<file path="src/rtl/mem_port_sched_if.sv">
// mem_port_sched_if: requester handshakes and RAM-side bus
// of the shared byte-wide memory port scheduler.
interface mem_port_sched_if #(
    parameter int ADDR_W = 32
);
    logic              if_req;
    logic [ADDR_W-1:0] if_addr;
    logic              if_done;
    logic [31:0]       if_data;
    logic              ld_req;
    logic [ADDR_W-1:0] ld_addr;
    logic [1:0]        ld_wid;
    logic              ld_sign;
    logic              ld_done;
    logic [31:0]       ld_data;
    logic              st_req;
    logic [ADDR_W-1:0] st_addr;
    logic [1:0]        st_wid;
    logic [31:0]       st_data;
    logic              st_done;
    logic              busy;
    logic [ADDR_W-1:0] mem_a;
    logic              mem_wr;
    logic [7:0]        mem_dout;
    logic [7:0]        mem_din;

    modport master (
        output if_req, if_addr,
        output ld_req, ld_addr, ld_wid, ld_sign,
        output st_req, st_addr, st_wid, st_data,
        output mem_din,
        input  if_done, if_data,
        input  ld_done, ld_data,
        input  st_done, busy,
        input  mem_a, mem_wr, mem_dout
    );

    modport slave (
        input  if_req, if_addr,
        input  ld_req, ld_addr, ld_wid, ld_sign,
        input  st_req, st_addr, st_wid, st_data,
        input  mem_din,
        output if_done, if_data,
        output ld_done, ld_data,
        output st_done, busy,
        output mem_a, mem_wr, mem_dout
    );
endinterface

</file>
<file path="src/rtl/mem_port_sched.sv">
// mem_port_sched: arbitrates fetch/load/store onto one byte-wide
// RAM port and sequences each transaction as byte accesses.
module mem_port_sched #(
    parameter int ADDR_W  = 32,
    parameter int AGE_MAX = 2
) (
    input logic             clk,
    input logic             rst,
    input logic             rdy,
    input logic             clr,
    mem_port_sched_if.slave bus
);
    localparam int AGE_W = (AGE_MAX < 1) ? 1 : $clog2(AGE_MAX + 1);
    localparam logic [AGE_W-1:0] AGE_TOP = AGE_W'(AGE_MAX);

    typedef enum logic [1:0] {IDLE, RD, WR} state_t;

    state_t            state, state_nx;
    logic [2:0]        cnt, cnt_nx;
    logic [2:0]        len, len_nx;
    logic [AGE_W-1:0]  age, age_nx;
    logic [ADDR_W-1:0] base, base_nx;
    logic              sign, sign_nx;
    logic              fetch, fetch_nx;
    logic [31:0]       wdata, wdata_nx;
    logic [31:0]       asm_q, asm_nx;
    logic [31:0]       if_word, if_word_nx;
    logic [31:0]       ld_word, ld_word_nx;
    logic              if_dq, if_dq_nx;
    logic              ld_dq, ld_dq_nx;
    logic              st_dq, st_dq_nx;

    logic              if_ok, ld_ok, st_ok, st_old;
    logic              g_if, g_ld, g_st;
    logic [31:0]       asm_word;

    function automatic logic [2:0] width_len(input logic [1:0] wid);
        logic [2:0] r;
        unique case (wid)
            2'd0:    r = 3'd1;
            2'd1:    r = 3'd2;
            default: r = 3'd4;
        endcase
        return r;
    endfunction

    function automatic logic [31:0] extend(
        input logic [31:0] w,
        input logic [2:0]  n,
        input logic        s
    );
        logic [31:0] r;
        unique case (n)
            3'd1:    r = {{24{s & w[7]}}, w[7:0]};
            3'd2:    r = {{16{s & w[15]}}, w[15:0]};
            default: r = w;
        endcase
        return r;
    endfunction

    // Qualify requests (done-masked, flush-masked) and pick one
    always_comb begin
        if_ok  = bus.if_req & ~if_dq & ~clr;
        ld_ok  = bus.ld_req & ~ld_dq & ~clr;
        st_ok  = bus.st_req & ~st_dq;
        st_old = st_ok && (age == AGE_TOP);
        g_if   = 1'b0;
        g_ld   = 1'b0;
        g_st   = 1'b0;
        if (state == IDLE) begin
            if (st_old)     g_st = 1'b1;
            else if (ld_ok) g_ld = 1'b1;
            else if (if_ok) g_if = 1'b1;
            else if (st_ok) g_st = 1'b1;
        end
    end

    // Merge the byte returned for the previous address into the word
    always_comb begin
        asm_word = asm_q;
        for (int i = 0; i < 4; i++) begin
            if (cnt == 3'(i + 1)) asm_word[8*i +: 8] = bus.mem_din;
        end
    end

    // Next-state, sequencing and completion logic
    always_comb begin
        state_nx   = state;
        cnt_nx     = cnt;
        len_nx     = len;
        base_nx    = base;
        sign_nx    = sign;
        fetch_nx   = fetch;
        wdata_nx   = wdata;
        asm_nx     = asm_q;
        if_word_nx = if_word;
        ld_word_nx = ld_word;
        if_dq_nx   = 1'b0;
        ld_dq_nx   = 1'b0;
        st_dq_nx   = 1'b0;
        age_nx     = age;

        unique case (state)
            IDLE: begin
                cnt_nx = '0;
                asm_nx = '0;
                if (g_ld) begin
                    state_nx = RD;
                    base_nx  = bus.ld_addr;
                    len_nx   = width_len(bus.ld_wid);
                    sign_nx  = bus.ld_sign;
                    fetch_nx = 1'b0;
                end else if (g_if) begin
                    state_nx = RD;
                    base_nx  = bus.if_addr;
                    len_nx   = 3'd4;
                    sign_nx  = 1'b0;
                    fetch_nx = 1'b1;
                end else if (g_st) begin
                    state_nx = WR;
                    base_nx  = bus.st_addr;
                    len_nx   = width_len(bus.st_wid);
                    wdata_nx = bus.st_data;
                end
            end
            RD: begin
                if (clr) begin
                    state_nx = IDLE;
                    cnt_nx   = '0;
                end else if (cnt == len) begin
                    state_nx = IDLE;
                    cnt_nx   = '0;
                    if (fetch) begin
                        if_dq_nx   = 1'b1;
                        if_word_nx = asm_word;
                    end else begin
                        ld_dq_nx   = 1'b1;
                        ld_word_nx = extend(asm_word, len, sign);
                    end
                end else begin
                    cnt_nx = cnt + 3'd1;
                    asm_nx = asm_word;
                end
            end
            WR: begin
                if (cnt == len - 3'd1) begin
                    state_nx = IDLE;
                    cnt_nx   = '0;
                    st_dq_nx = 1'b1;
                end else begin
                    cnt_nx = cnt + 3'd1;
                end
            end
            default: begin
                state_nx = IDLE;
                cnt_nx   = '0;
            end
        endcase

        // A waiting store gains age each time someone else is granted
        if (!bus.st_req || g_st) begin
            age_nx = '0;
        end else if ((g_ld || g_if) && age != AGE_TOP) begin
            age_nx = age + 1'b1;
        end
    end

    // State registers; rdy low freezes everything
    always_ff @(posedge clk) begin
        if (rst) begin
            state   <= IDLE;
            cnt     <= '0;
            len     <= '0;
            age     <= '0;
            base    <= '0;
            sign    <= 1'b0;
            fetch   <= 1'b0;
            wdata   <= '0;
            asm_q   <= '0;
            if_word <= '0;
            ld_word <= '0;
            if_dq   <= 1'b0;
            ld_dq   <= 1'b0;
            st_dq   <= 1'b0;
        end else if (rdy) begin
            state   <= state_nx;
            cnt     <= cnt_nx;
            len     <= len_nx;
            age     <= age_nx;
            base    <= base_nx;
            sign    <= sign_nx;
            fetch   <= fetch_nx;
            wdata   <= wdata_nx;
            asm_q   <= asm_nx;
            if_word <= if_word_nx;
            ld_word <= ld_word_nx;
            if_dq   <= if_dq_nx;
            ld_dq   <= ld_dq_nx;
            st_dq   <= st_dq_nx;
        end
    end

    // RAM port drive; idle outputs are held at zero
    always_comb begin
        bus.mem_a    = '0;
        bus.mem_wr   = 1'b0;
        bus.mem_dout = '0;
        if (state == WR) begin
            bus.mem_a  = base + ADDR_W'(cnt);
            bus.mem_wr = rdy;
            for (int i = 0; i < 4; i++) begin
                if (cnt == 3'(i)) bus.mem_dout = wdata[8*i +: 8];
            end
        end else if (state == RD && cnt != len) begin
            bus.mem_a = base + ADDR_W'(cnt);
        end
    end

    assign bus.if_done = if_dq & rdy;
    assign bus.ld_done = ld_dq & rdy;
    assign bus.st_done = st_dq & rdy;
    assign bus.if_data = if_word;
    assign bus.ld_data = ld_word;
    assign bus.busy    = (state != IDLE);
endmodule

</file>
<file path="src/flat_wrapper.sv">
// flat-port wrapper written by rule: the top's interface ports become plain ports
module mem_port_sched_flat 
#(
    parameter int ADDR_W  = 32,
    parameter int AGE_MAX = 2
)
  (clk, rst, rdy, clr, bus_if_req, bus_if_addr, bus_ld_req, bus_ld_addr, bus_ld_wid, bus_ld_sign, bus_st_req, bus_st_addr, bus_st_wid, bus_st_data, bus_mem_din, bus_if_done, bus_if_data, bus_ld_done, bus_ld_data, bus_st_done, bus_busy, bus_mem_a, bus_mem_wr, bus_mem_dout);
  mem_port_sched_if #(.ADDR_W(ADDR_W)) bus_i ();
  input logic clk;
  input logic rst;
  input logic rdy;
  input logic clr;
  input wire logic [$bits(bus_i.if_req)-1:0] bus_if_req;
  input wire logic [$bits(bus_i.if_addr)-1:0] bus_if_addr;
  input wire logic [$bits(bus_i.ld_req)-1:0] bus_ld_req;
  input wire logic [$bits(bus_i.ld_addr)-1:0] bus_ld_addr;
  input wire logic [$bits(bus_i.ld_wid)-1:0] bus_ld_wid;
  input wire logic [$bits(bus_i.ld_sign)-1:0] bus_ld_sign;
  input wire logic [$bits(bus_i.st_req)-1:0] bus_st_req;
  input wire logic [$bits(bus_i.st_addr)-1:0] bus_st_addr;
  input wire logic [$bits(bus_i.st_wid)-1:0] bus_st_wid;
  input wire logic [$bits(bus_i.st_data)-1:0] bus_st_data;
  input wire logic [$bits(bus_i.mem_din)-1:0] bus_mem_din;
  output wire logic [$bits(bus_i.if_done)-1:0] bus_if_done;
  output wire logic [$bits(bus_i.if_data)-1:0] bus_if_data;
  output wire logic [$bits(bus_i.ld_done)-1:0] bus_ld_done;
  output wire logic [$bits(bus_i.ld_data)-1:0] bus_ld_data;
  output wire logic [$bits(bus_i.st_done)-1:0] bus_st_done;
  output wire logic [$bits(bus_i.busy)-1:0] bus_busy;
  output wire logic [$bits(bus_i.mem_a)-1:0] bus_mem_a;
  output wire logic [$bits(bus_i.mem_wr)-1:0] bus_mem_wr;
  output wire logic [$bits(bus_i.mem_dout)-1:0] bus_mem_dout;
  assign bus_i.if_req = bus_if_req;
  assign bus_i.if_addr = bus_if_addr;
  assign bus_i.ld_req = bus_ld_req;
  assign bus_i.ld_addr = bus_ld_addr;
  assign bus_i.ld_wid = bus_ld_wid;
  assign bus_i.ld_sign = bus_ld_sign;
  assign bus_i.st_req = bus_st_req;
  assign bus_i.st_addr = bus_st_addr;
  assign bus_i.st_wid = bus_st_wid;
  assign bus_i.st_data = bus_st_data;
  assign bus_i.mem_din = bus_mem_din;
  assign bus_if_done = bus_i.if_done;
  assign bus_if_data = bus_i.if_data;
  assign bus_ld_done = bus_i.ld_done;
  assign bus_ld_data = bus_i.ld_data;
  assign bus_st_done = bus_i.st_done;
  assign bus_busy = bus_i.busy;
  assign bus_mem_a = bus_i.mem_a;
  assign bus_mem_wr = bus_i.mem_wr;
  assign bus_mem_dout = bus_i.mem_dout;
  mem_port_sched #(.ADDR_W(ADDR_W), .AGE_MAX(AGE_MAX)) u_core (.clk(clk), .rst(rst), .rdy(rdy), .clr(clr), .bus(bus_i));
endmodule
</file>
<file path="config.mk">
export PLATFORM = sky130hd
export DESIGN_NAME = mem_port_sched_flat
export DESIGN_NICKNAME = d
export VERILOG_FILES = /design/src/rtl/mem_port_sched_if.sv /design/src/rtl/mem_port_sched.sv /design/src/flat_wrapper.sv
export SDC_FILE = /design/constraint.sdc
export NUM_CORES = 1
export LEC_CHECK = 0
export ABC_AREA = 1
export CAP_MARGIN = 20
export CELL_PAD_IN_SITES_DETAIL_PLACEMENT = 1
export CELL_PAD_IN_SITES_GLOBAL_PLACEMENT = 1
export CORE_MARGIN = 3
export CORE_UTILIZATION = 36
export DETAILED_ROUTE_END_ITERATION = 10
export HOLD_SLACK_MARGIN = 0.1
export PLACE_DENSITY = 0.91
export SETUP_SLACK_MARGIN = 0.15
export SLEW_MARGIN = 30
export SYNTH_ARGS = -nofsm -noshare
export SYNTH_HDL_FRONTEND = slang
export SYNTH_SLANG_ARGS = --single-unit
</file>
<file path="constraint.sdc">
create_clock -name clk -period 7.2 [get_ports clk]
set_clock_uncertainty 0.15 [all_clocks]
set_input_delay 1.44 -clock clk [delete_from_list [all_inputs] [get_ports clk]]
set_output_delay 1.44 -clock clk [all_outputs]
set_load 0.02 [all_outputs]
</file>
After elaboration in Yosys (flattened, before gate mapping)
Cells that the tools add are included.

storage, ports and cells
  register bits after elaboration = 175
  output and inout bits = 109
  logic and storage cells = 141

operators by class
  $add $sub $neg = 4
  equal/unequal tests = 20
  mux-type cells = 63
  bitwise logic cells = 17
  reduce and logical (&&, ||, !) cells = 23

operators with widths
  kind                 count
  $mux 32              7
  $pmux 32 s2          2
  $mux 8               9
  $add 32x3->32        1
  $mux 1               27
  $mux 3               6
  $pmux 3 s2           3
  $mux 2               8
  $reduce_and 5->1     3
  $and 1x1->1          10
  $eq 3x2->1 const B   3
  $reduce_and 4->1     2
  $reduce_bool 2->1    4
  $not 1->1            7
  $eq 2x1->1 const B   3
  $eq 3x1->1 const B   2
  $eq 3x3->1           2
  $logic_not 2->1      3
  $ne 2x2->1 const B   3
  $pmux 2 s3           1
  $reduce_and 3->1     2
  $eq 2x2->1 const B   2
  $ne 4x1->1 const B   1
  $add 3x1->3 const B  1
  other kinds (12)     15

Logic depth before layout (Yosys ltp)
  depth in word-level cells = 11
  depth in mapped cells = 12
  depth with buffers taken out = 12

Worst setup path after synthesis
No wires, ideal clock.

  path type = input-to-output
  start = input rdy
  end = output bus_mem_wr
  data arrival time = 1.924 ns
  required time = 5.610 ns
  path slack = 3.686 ns
  cell stages on the path = 3
  path buffers = 1
  cell sequence = clkbuf_1 nand2_1 inv_1

on the way
  cells in the longest elaborated chain, start to end = 1

ends and longest elaborated chain
  element          line                   text
  start, declared  flat_wrapper.sv:11     input logic rdy;
  $mux 1           mem_port_sched.sv:208  if (state == WR) begin
  end, declared    flat_wrapper.sv:31     output wire logic [$bits(bus_i.mem_wr)-1:0] bus_mem_wr;

No other way between the ends.

Worst setup path after layout
  start = register u_core.cnt[2]
  end = output bus_mem_a[11]

on the way
  cells in the longest elaborated chain, start to end = 4
  elaborated cells on any way between the ends = 5
  classes of those cells = add/sub: 1; eq/ne: 1; mux: 2; reduce/logical: 1

ends and longest elaborated chain
  element                                                                line                   text
  start, declared                                                        mem_port_sched.sv:19   logic [2:0] cnt, cnt_nx;
  start signal, assigned                                                 mem_port_sched.sv:187  cnt <= cnt_nx;
  parallel branches: the longest is 3 deep, another holds $add 32x3->32  n/a
  $mux 32 *                                                              mem_port_sched.sv:208
  end, declared                                                          flat_wrapper.sv:30     output wire logic [$bits(bus_i.mem_a)-1:0] bus_mem_a;

Mark *: on every way between the ends.

==> results.md <==
- Synthesis handed over a netlist of 1446 instances.
- The startpoint identified for the worst hold timing path is u_core.bus.if_data[17].
- Among all stages on the critical path, the largest delay is contributed by sky130_fd_sc_hd__clkdlybuf4s50_1.
- The cell family contributing the most delay on the critical path is buffers and inverters.
- The core region is 0.0253 sq mm.
- Data on the critical path is required at its endpoint by 5.61 ns.
- The slew at the pin closest to its max-slew limit is 0.939 ns.
- Setup slack on the critical path of the routed design comes to 2.06 ns.
- The setup TNS after final layout is 0 ns.
- The number of cells on the critical path is 11.
- The instance area at placement is 0.0120 sq mm.
- Clock-pin slew was measured on the worst setup and hold paths at 0.07 ns.
- The hold-fix buffer count after cts is 0.
- The worst hold-check slack is 0.312 ns.
- The count of buffers added on input and output ports is 256.
- The worst setup slack after placement is 1.94 ns.
- Of the synthesized area, sequential elements account for 37.7%.
- Setup repair after global routing left no endpoint under its margin.
- 257 I/O pins were placed.
- Measured in cells, the most critical reg-to-reg path has a length of 9.
- The final period demand of the worst path is 5.14 ns.
- The count of antenna diodes in the layout is 0.
- The flow ran to the end, and the final reports show no timing, DRC or antenna violations.
- The relative slew slack is 37.4%.
- The element type at the critical path end is a primary output.
- The root buffer selected by CTS is sky130_fd_sc_hd__clkbuf_16.
- From synthesis to final layout, the design area changed by 35.5%.
- The effective utilization at floorplan is 36.8%.
- The max-cap violation count is 0.
- The critical path arrival is 3.55 ns.
- The initial antenna violation count is 2.
- The share of the clock period used by the worst path after layout is 71.4%.
- In the routed layout, each cell is associated on average with a via count of 5.32.
- The startpoint of the worst setup timing path is u_core.cnt[2].
- Along the worst path, the maximum fanout reaches 15.
- The overflow left after global routing is 0.
- Detailed placement ended at an HPWL of 26200 um.
- After synthesis, the share of flip-flops with an asynchronous set or reset is 0%.
- Ranked by instance count, the synthesized netlist is headed by sky130_fd_sc_hd__nand2_1 (343), sky130_fd_sc_hd__nor2_1 (227), sky130_fd_sc_hd__dfxtp_1 (175), sky130_fd_sc_hd__a21oi_1 (155), sky130_fd_sc_hd__o21ai_0 (141).
- Together, buffers and inverters on the worst path number 4.
- The CTS buffer count is 17.
- The post-layout utilization of the core is 49.9%.
- For the worst-skew pair, the clock arrives at the later sink with an insertion delay of 0.43 ns.
- The register bit total from synthesis is 175.
- The Yosys step of the flow raised 0 warnings.
- The maximum clock frequency is 195 MHz.
- The first-pass GRT wire length is 57200 um.
- The buffers inserted during post-CTS setup optimization is 0.
- Global routing used 25.0% of the available tracks.
- The cell taking the most area after synthesis is sky130_fd_sc_hd__dfxtp_1.
- STA classifies the critical path startpoint as a flip-flop.
- The worst register-to-register path begins at u_core.ld_dq.
- The full die area is 0.0278 sq mm.
- The net count after synthesis is 1610.
- The number of violations reported at the end of detailed-routing iteration 0 is 762.
- The post-route standard cell area excluding fillers is 0.0126 sq mm.
- Among all cell types in the netlist, the one instantiated most often is sky130_fd_sc_hd__nand2_1.
- The largest stage delay on the critical path is 0.60 ns.
- The filler cells instantiated in the layout total 3295.
- In this run, synthesis inferred 0 flip-flops with an integrated enable.
- The number of cells upsized or downsized after cts is 0.
- The cell area that synthesis handed to floorplanning was 0.00930 sq mm.
- The antenna violation net count after detailed routing is 0.
- The floorplan has 58 rows.
- The fraction of post-synthesis cell area in the top cell type by area is 37.7%.
- The most numerous cell type found on the critical path is sky130_fd_sc_hd__nand2_1.
- In the final layout, the share of cells above drive strength 1 is 4.04%.
- Entering global routing, the biggest net connects 98 pins.
- The signal on the critical path passes through inv_2, nand2_1, nand2_1, nand3_1, nand2_1, inv_1, nor2_2, inv_1, o21ai_0, a21oi_1, clkdlybuf4s50_1.
- Routability-driven placement finished with a final weighted congestion of 0.896.
- The pre-antenna-repair detailed-routing pass consisted of 5 iterations.
- The average instance area after synthesis is 6.43 sq um.
- The max-slew violation count came to 0.
- The die is 167 um wide.
- The most used flip-flop cell after synthesis is sky130_fd_sc_hd__dfxtp_1.
- The maximum ir drop on the vdd rail is 0.122 mV.
- The netlist uses 35 different library cells.
- The min-delay analysis places its worst path in the category flip-flop to flip-flop.
- The routed wire length is 35600 um.
- The via count of the first global-routing pass was 11000.
- The deepest clock path buffer count is 2.
- The count of final hold-check violations is 0.
- The number of instances on the worst hold path is 2.
- The number of placed cells counting well taps is 1956.
- The power per unit of standard cell area is 219 mW/mm^2.
- The total via count in the routed design is 10600.
- The startpoint-to-endpoint class of the critical path is flip-flop to primary output.
- The detail-routed net length per standard cell is 17.9 um.
- The number of non-filler instances in the completed layout is 1989.
- TritonCTS built the clock tree.
- The height of the die is 167 um.
- By area the synthesized netlist is led by sky130_fd_sc_hd__dfxtp_1 (38%), sky130_fd_sc_hd__nand2_1 (14%), sky130_fd_sc_hd__nor2_1 (9.2%).
- The clock sink count is 175.
- After detailed routing, the number of remaining DRC violations is 0.
- The final layout contains 1810 nets.
- The number of setup violations in the final report is 0.
- Summed over all cells, the static leakage comes to 4.93 nW.
- The clock tree synthesis step divided the H-tree into 4 levels.
- Overall power consumption after layout is estimated at 2.76 mW.
==> metal layers <==
metal / up-vias / global-route usage, % / wire [um] / share of wire (%)
met5: - / 0 / 34 / 0.095
met4: 4 / 8.32 / 923 / 2.6
met3: 53 / 4.84 / 2010 / 5.6
met2: 318 / 44.2 / 17400 / 49
met1: 5059 / 30.5 / 15200 / 43
li1: 5149 / - / - / -
==> registers in the layout, summed over array words and instances (netlist names), 2 cells and up <==
signal and flops:
u_core.asm_q 32, u_core.wdata 32, u_core.state 2, u_core.bus.if_data 32, u_core.len 3, u_core.cnt 3
u_core.base 32, u_core.age 2, u_core.bus.ld_data 32
==> cell families (layout without fill, tap and decap cells) <==
| logic type | after synthesis | count (layout) | share of synthesized area, % |
|---|---|---|---|
| adders and majority gates | 16 | 16 | 2.23 |
| xor gates and xnor gates | 10 | 10 | 0.942 |
| buffers and inverters | 187 | 400 | 8.21 |
| DFF | 175 | 175 | 37.7 |
| AOI/OAI and AO/OA | 317 | 317 | 17.4 |
| and+or+nand+nor | 741 | 741 | 33.5 |
==> final cells by class <==
cell class / instances / area, sq um / share of cell area, %
Timing Repair Buffer: 266 / 2640 / 20.9
Tap cell: 330 / 413 / 3.28
Sequential cell: 175 / 3500 / 27.8
Clock buffer: 17 / 425 / 3.38
Inverter: 102 / 385 / 3.06
Clock inverter: 15 / 164 / 1.30
Multi-Input combinational cell: 1084 / 5070 / 40.2
==> worst reg2reg max path: cells and delay by family (launching register included) <==
family | cells | cell delay [ns]
compound gates | 1 | 0.07
buf+inv | 1 | 0.19
flops | 1 | 0.37
simple gates | 7 | 2.56
==> where the power goes <==
group / internal (mW) / switching (mW)
Clock: 0.466 / 0.455
Sequential: 1.03 / 0.0705
Combinational: 0.255 / 0.473
==> cell usage in the layout, fill, tap and decap left out, types with 2 or more instances in the layout <==
cell type | netlist | routed
sky130_fd_sc_hd__clkinv_8 | 0 | 4
sky130_fd_sc_hd__nand2_2 | 2 | 4
sky130_fd_sc_hd__xor2_1 | 4 | 4
sky130_fd_sc_hd__inv_2 | 5 | 8
sky130_fd_sc_hd__nand4_1 | 41 | 41
sky130_fd_sc_hd__nand3_1 | 96 | 96
sky130_fd_sc_hd__a21oi_1 | 155 | 154
sky130_fd_sc_hd__clkinv_4 | 0 | 2
sky130_fd_sc_hd__nand3_2 | 2 | 2
sky130_fd_sc_hd__a22oi_1 | 2 | 2
sky130_fd_sc_hd__clkbuf_16 | 0 | 17
sky130_fd_sc_hd__dfxtp_1 | 175 | 175
sky130_fd_sc_hd__o211ai_1 | 8 | 8
sky130_fd_sc_hd__nor2_1 | 227 | 225
sky130_fd_sc_hd__ha_1 | 15 | 15
sky130_fd_sc_hd__buf_4 | 3 | 9
sky130_fd_sc_hd__o21ai_1 | 8 | 7
sky130_fd_sc_hd__o21ai_0 | 141 | 141
sky130_fd_sc_hd__nor3_1 | 15 | 15
sky130_fd_sc_hd__nand2_1 | 343 | 340
sky130_fd_sc_hd__inv_6 | 0 | 4
sky130_fd_sc_hd__clkdlybuf4s50_1 | 0 | 255
sky130_fd_sc_hd__nor2_2 | 2 | 3
sky130_fd_sc_hd__xnor2_1 | 6 | 6
sky130_fd_sc_hd__inv_8 | 0 | 3
sky130_fd_sc_hd__inv_1 | 93 | 92
sky130_fd_sc_hd__nand3b_1 | 10 | 10
==> worst paths after layout <==
kind / slack (ns) / end
worst max-delay path: 2.06 / bus_mem_a[11]
worst min-delay path: 0.31 / u_core.bus.if_data[17]
worst max register to register: 3.73 / u_core.len[2]
worst min register to register: 0.31 / u_core.bus.if_data[17]
(Power assumes the default switching activity.)
